<file path="src/rtl/coef_loader.sv">
// ---------------------------------------------------------------------------
// coef_loader : writer side of the lowpass coefficient RAM.
//
// Parses a framed byte stream and turns each data byte into one RAM write.
//    frame = SYNC_BYTE, START (bit7 ignored), LEN (0 = 128), LEN data bytes
//            [, CSUM when COEF_LOADER_CHECKSUM_EN is defined]
//
// Build option:
//    COEF_LOADER_CHECKSUM_EN  defined -> a trailing CSUM byte is required and
//                             compared with the 8-bit sum of the data bytes.
//                             undefined -> frame ends on the last data byte and
//                             the sum logic is not built.
//
// Ports:
//    clock      master clock
//    reset      asynchronous, active-low reset
//    rx_data    received byte, qualified by rx_valid
//    rx_valid   one-cycle strobe per byte (may be back-to-back)
//    ram_we     RAM write enable, one cycle per coefficient
//    ram_addr   RAM write address (holds when ram_we=0)
//    ram_wdata  RAM write data (holds when ram_we=0)
//    busy       frame in progress
//    coefs_ok   last load succeeded; cleared by a new header
//    load_done  one-cycle pulse on a good frame
//    load_err   one-cycle pulse on checksum mismatch or inter-byte timeout
// All outputs are registered; a byte shows up on ram_we one cycle after it
// is strobed in.
// ---------------------------------------------------------------------------
module coef_loader #(
   parameter int         ADDR_W    = 7,
   parameter int         DATA_W    = 8,
   parameter logic [7:0] SYNC_BYTE = 8'hA5,
   parameter int         TIMEOUT   = 50000
) (
   input  logic              clock,
   input  logic              reset,
   input  logic [7:0]        rx_data,
   input  logic              rx_valid,
   output logic              ram_we,
   output logic [ADDR_W-1:0] ram_addr,
   output logic [DATA_W-1:0] ram_wdata,
   output logic              busy,
   output logic              coefs_ok,
   output logic              load_done,
   output logic              load_err
);

   localparam int CNT_W = ADDR_W + 1;               // must hold 2**ADDR_W
   localparam int GAP_W = $clog2(TIMEOUT + 1);
   localparam logic [GAP_W-1:0] GAP_LIMIT = GAP_W'(TIMEOUT - 1);

   typedef enum logic [2:0] {IDLE, ADDR, LEN, DATA, CSUM} state_t;

   state_t              state_q, state_d;
   logic [ADDR_W-1:0]   ptr_q, ptr_d;
   logic [CNT_W-1:0]    cnt_q, cnt_d;
   logic [GAP_W-1:0]    gap_q, gap_d;
   logic                ram_we_q, ram_we_d;
   logic [ADDR_W-1:0]   ram_addr_q, ram_addr_d;
   logic [DATA_W-1:0]   ram_wdata_q, ram_wdata_d;
   logic                busy_q, busy_d;
   logic                coefs_ok_q, coefs_ok_d;
   logic                load_done_q, load_done_d;
   logic                load_err_q, load_err_d;
`ifdef COEF_LOADER_CHECKSUM_EN
   logic [DATA_W-1:0]   sum_q, sum_d;
`endif

   always_comb begin
      state_d     = state_q;
      ptr_d       = ptr_q;
      cnt_d       = cnt_q;
      gap_d       = gap_q;
      ram_we_d    = 1'b0;
      ram_addr_d  = ram_addr_q;
      ram_wdata_d = ram_wdata_q;
      coefs_ok_d  = coefs_ok_q;
      load_done_d = 1'b0;
      load_err_d  = 1'b0;
`ifdef COEF_LOADER_CHECKSUM_EN
      sum_d       = sum_q;
`endif

      // Inter-byte watchdog; only the no-byte path can time out, so it never
      // competes with the per-state byte handling below.
      if (state_q != IDLE) begin
         if (rx_valid) begin
            gap_d = '0;
         end else if (gap_q == GAP_LIMIT) begin
            gap_d      = '0;
            state_d    = IDLE;
            load_err_d = 1'b1;
         end else begin
            gap_d = gap_q + GAP_W'(1);
         end
      end

      case (state_q)
         IDLE: begin
            // A byte arriving while the done/err pulse is out is dropped.
            if (rx_valid && !(load_done_q || load_err_q) && rx_data == SYNC_BYTE) begin
               state_d    = ADDR;
               coefs_ok_d = 1'b0;
               gap_d      = '0;
            end
         end
         ADDR: if (rx_valid) begin
            ptr_d   = rx_data[ADDR_W-1:0];
            state_d = LEN;
         end
         LEN: if (rx_valid) begin
            cnt_d   = (rx_data == 8'd0) ? CNT_W'(2 ** ADDR_W) : CNT_W'(rx_data);
`ifdef COEF_LOADER_CHECKSUM_EN
            sum_d   = '0;
`endif
            state_d = DATA;
         end
         DATA: if (rx_valid) begin
            ram_we_d    = 1'b1;
            ram_addr_d  = ptr_q;
            ram_wdata_d = rx_data[DATA_W-1:0];
            ptr_d       = ptr_q + ADDR_W'(1);       // wraps modulo RAM depth
            cnt_d       = cnt_q - CNT_W'(1);
`ifdef COEF_LOADER_CHECKSUM_EN
            sum_d       = sum_q + rx_data[DATA_W-1:0];
            if (cnt_q == CNT_W'(1)) state_d = CSUM;
`else
            if (cnt_q == CNT_W'(1)) begin
               state_d     = IDLE;
               load_done_d = 1'b1;
               coefs_ok_d  = 1'b1;
            end
`endif
         end
`ifdef COEF_LOADER_CHECKSUM_EN
         CSUM: if (rx_valid) begin
            state_d = IDLE;
            if (rx_data[DATA_W-1:0] == sum_q) begin
               load_done_d = 1'b1;
               coefs_ok_d  = 1'b1;
            end else begin
               load_err_d  = 1'b1;
            end
         end
`endif
         default: state_d = IDLE;
      endcase

      busy_d = (state_d != IDLE);
   end

   always_ff @(posedge clock or negedge reset) begin
      if (!reset) begin
         state_q     <= IDLE;
         ptr_q       <= '0;
         cnt_q       <= '0;
         gap_q       <= '0;
         ram_we_q    <= 1'b0;
         ram_addr_q  <= '0;
         ram_wdata_q <= '0;
         busy_q      <= 1'b0;
         coefs_ok_q  <= 1'b0;
         load_done_q <= 1'b0;
         load_err_q  <= 1'b0;
`ifdef COEF_LOADER_CHECKSUM_EN
         sum_q       <= '0;
`endif
      end else begin
         state_q     <= state_d;
         ptr_q       <= ptr_d;
         cnt_q       <= cnt_d;
         gap_q       <= gap_d;
         ram_we_q    <= ram_we_d;
         ram_addr_q  <= ram_addr_d;
         ram_wdata_q <= ram_wdata_d;
         busy_q      <= busy_d;
         coefs_ok_q  <= coefs_ok_d;
         load_done_q <= load_done_d;
         load_err_q  <= load_err_d;
`ifdef COEF_LOADER_CHECKSUM_EN
         sum_q       <= sum_d;
`endif
      end
   end

   assign ram_we    = ram_we_q;
   assign ram_addr  = ram_addr_q;
   assign ram_wdata = ram_wdata_q;
   assign busy      = busy_q;
   assign coefs_ok  = coefs_ok_q;
   assign load_done = load_done_q;
   assign load_err  = load_err_q;

endmodule
</file>
<file path="config.mk">
export PLATFORM = sky130hd
export DESIGN_NAME = coef_loader
export DESIGN_NICKNAME = d
export VERILOG_FILES = /design/src/rtl/coef_loader.sv
export SDC_FILE = /design/constraint.sdc
export NUM_CORES = 1
export LEC_CHECK = 0
export ABC_AREA = 1
export BUFFER_PORTS_ARGS = -buffer_cell sky130_fd_sc_hd__buf_2
export CAP_MARGIN = 20
export CORE_MARGIN = 2
export CORE_UTILIZATION = 38
export CTS_BUF_LIST = sky130_fd_sc_hd__clkbuf_8
export CTS_CLUSTER_SIZE = 24
export DETAILED_ROUTE_END_ITERATION = 8
export MAX_ROUTING_LAYER = met4
export PLACE_DENSITY_LB_ADDON = 0.08
export SLEW_MARGIN = 40
export SYNTH_ARGS = -nofsm -noshare
export SYNTH_HDL_FRONTEND = slang
export SYNTH_SLANG_ARGS = --single-unit
</file>
<file path="constraint.sdc">
create_clock -name clock -period 1.9 [get_ports clock]
set_input_delay 0.38 -clock clock [delete_from_list [all_inputs] [get_ports clock]]
set_output_delay 0.38 -clock clock [all_outputs]
set_load 0.02 [all_outputs]
</file>
==> metrics.md <==
| Metric | Value |
|---|---|
| GRT busiest layer | met1 |
| Clk buf depth | 2 |
| Share of cells above drive strength 1 | 14.49% |
| Yosys reg bits | 54 |
| Setup repair after global routing missed its margin | no |
| GRT overflow | 0 |
| RD Place Congestion | 0.8391 |
| DIE WIDTH | 91.44 um |
| Hold Buf Count CTS | 0 |
| I/O pins | 31 |
| Hold/Removal Path Class | input port to asynchronous set/reset pin |
| Antenna violations before repair | 0 |
| Power, Total | 2.562 mW |
| Peak VDD IR | 0.0003636 V |
| Worst-Skew Late Latency | 0.32 ns |
| Minimum clock period | 1.572 ns |
| Setup bufs post-CTS | 0 |
| Post-synthesis sequential area ratio | 46.51% |
| Final hold vios | 0 |
| CTS buffer count | 5 |
| Largest family of logic cells by synthesized area | simple AND/OR/NAND/NOR gates |
| Initial Util | 39.63% |
| Tightest Pin Transition | 0.5351 ns |
| Vias post-DR | 2,505 |
| Simple-gate share of the synthesized area | 27.86% |
| First-pass GRT wire length | 11.81 mm |
| Kind of critical path | flop to flop |
| Multiplexer area fraction after synthesis | 0% |
| Final-stage net count | 435 |
| Site Rows | 31 |
| Critical path startpoint category | flop |
| Final WL | 6.993 mm |
| Clock Tree Root | clkbuf_8 |
| Synth unique cells | 34 |
| Most frequent cells in the layout | nand2_1 (119), dfrtp_1 (54), inv_1 (50) |
| Mapped Nets | 399 |
| Final setup fails | 0 |
| Global Route met1 Usage | 26.85% |
| WP data required | 2.16 ns |
| FF-to-FF Start | state_q[2]$_DFF_PN0_ |
| Critical Path Source | state_q[2]$_DFF_PN0_ |
| Router iterations before antenna repair | 4 |
| Relative slew slack | 64.33% |
| Post-synthesis adder-cell area fraction | 1.723% |
| PortBufs | 30 |
| Overall routing resource usage | 18.28% |
| Syn_area_per_cell | 7.566 um^2 |
| Max cap viols | 0 |
| Final period util | 82.76% |
| Dpl cell area | 3206 um^2 |
| Global routing usage on met2 | 25.18% |
| DRT iter0 DRCs | 142 |
| Via/cell ratio | 4.817 |
| Post-CTS Resized | 0 |
| Clock Sinks | 54 |
| Final instance area | 3311 um^2 |
| CP max FO | 12 |
| # DRC | 0 |
| Commonest non-fill, non-tap cell in the layout | nand2_1 |
| H-tree depth | 2 |
| Worst-path clk slew | 0.10 ns |
| Maximum clock frequency | 0.6360 GHz |
| Die Y | 91.44 um |
| GR Layer Usage met3 | 3.817% |
| Yosys warning count | 0 |
| Routed len/inst | 13.45 um |
| CTS tree | yes |
| Die Area | 8361 um^2 |
| Power Density | 773.7 nW/um^2 |
| TNS Setup | 0 ns |
| CP endpoint kind | flop |
| Post-synthesis cell area | 2905 um^2 |
| # diodes | 0 |
| Vias in the first global route | 2,367 |
| Leakage | 1.683 nW |
| Core ar. | 7331 um^2 |
| Outcome | complete, no violations |
| Largest net degree at the start of global routing | 31 |
| Synth Instances | 384 |
| Final Skew | 0.01208 ns |
| XOR/XNOR Fraction of Synth Area | 2.110% |
| Post-route ant nets | 0 |
| Compound-Gate Fraction of Synth Area | 13.05% |
| Slew Viols, Final | 0 |
| Syn-to-layout area delta | 13.95% |
| CP Data Arrival Time | 1.84 ns |
| Detailed placement HPWL | 5.343 mm |
## sequential cells by signal, summed over array words and instances (netlist names)
register   flops
gap_q         16
ptr_q          7
ram_wdata      8
state_q        3
busy           1
cnt_q          8
load_done      1
ram_we         1
load_err       1
ram_addr       7
coefs_ok       1
## path summary, 6_finish.rpt
path,slack [ns],to,cells past startpoint
setup / recovery,0.33,busy$_DFF_PN0_,7
hold / removal,0.03,ram_wdata[5]$_DFFE_PN0P_,1
setup reg to reg,0.33,busy$_DFF_PN0_,7
hold reg to reg,0.49,ram_addr[6]$_DFFE_PN0P_,2
max in group asynchronous,1.38,cnt_q[5]$_DFFE_PN0P_,2
min in group clock,0.34,ram_wdata[2]$_DFFE_PN0P_,3
## where the power goes
group          leakage [nW]  internal (mW)  switching (mW)
Combinational         0.942          0.166           0.308
Clock                0.0544          0.335           0.399
Sequential            0.687           1.27          0.0859
Total                  1.68           1.77           0.792
## synth_stat cells
cell      instances  area, um^2
a21boi_1          3       22.52
a21oi_1          11       55.05
a21oi_4           1       16.27
a22oi_1           1       7.510
a31oi_1           1       6.260
a32o_1            1       10.01
buf_2             4       20.02
buf_4             1       7.510
buf_6             1       11.26
clkbuf_2          1       5.000
conb_1            1       3.750
dfrtp_1          54        1351
ha_1              4       50.05
inv_1            50       187.7
inv_2             5       18.77
nand2_1         119       446.7
nand2_2           3       18.77
nand3_1          23       115.1
nand3_2           1       10.01
nand3b_1          1       7.510
nand4_1           4       25.02
nor2_1           26       97.59
nor2_2            3       18.77
nor2_4            3       33.78
nor3_1            4       20.02
nor3_2            1       10.01
nor4_1            1       6.260
o211ai_1          1       7.510
o21ai_0          33       165.2
o21ai_1           8       40.04
o21bai_1          3       22.52
o22ai_1           3       18.77
o31ai_1           1       7.510
xor2_1            7       61.31
## layer usage
metal | part of all wire, % | vias to the layer above | wire length [um]
li1 | - | 1285 | -
met1 | 52 | 1162 | 3612
met2 | 42 | 52 | 2947
met3 | 5.0 | 6 | 351
met4 | 1.2 | 0 | 82
met5 | 0 | - | 0
## per-stage QoR
step	cells	hold WS [ns]	utilization, %	setup WS (ns)
2_1_floorplan	384	0.08441	-	0.5937
3_3_place_gp	512	0.3984	43.73	0.4043
3_5_place_dp	512	0.3995	43.73	0.3402
4_1_cts	520	0.03929	45.16	0.3214
5_1_grt	520	0.05291	45.16	0.1190
6_report	520	0.02896	45.16	0.3276
## worst max-delay path, stage by stage, from the launching register on
cell,delay (ns)
dfrtp_1,0.40
inv_1,0.12
nand3_2,0.20
inv_1,0.37
nand2_1,0.13
a21oi_1,0.15
nand2_1,0.09
nand2_1,0.06
## cell type report
class	instances	area [um^2]
fillers	764	4020
flip-flops and latches	54	1351
multi-input cells	268	1304
repair buffers	36	220.2
well taps	99	123.9
clock buffers	7	96.34
clock inverters	1	8.758
inverters	55	206.4
## cell families after synthesis
kind of cell / Yosys count
adder cells (fa/ha/maj): 4
buffers and inverters: 62
AO/OA/AOI/OAI: 67
flip-flops: 54
XOR/XNOR: 7
other: 1
AND/OR/NAND/NOR: 189
Power figures use the tool's default switching activity.
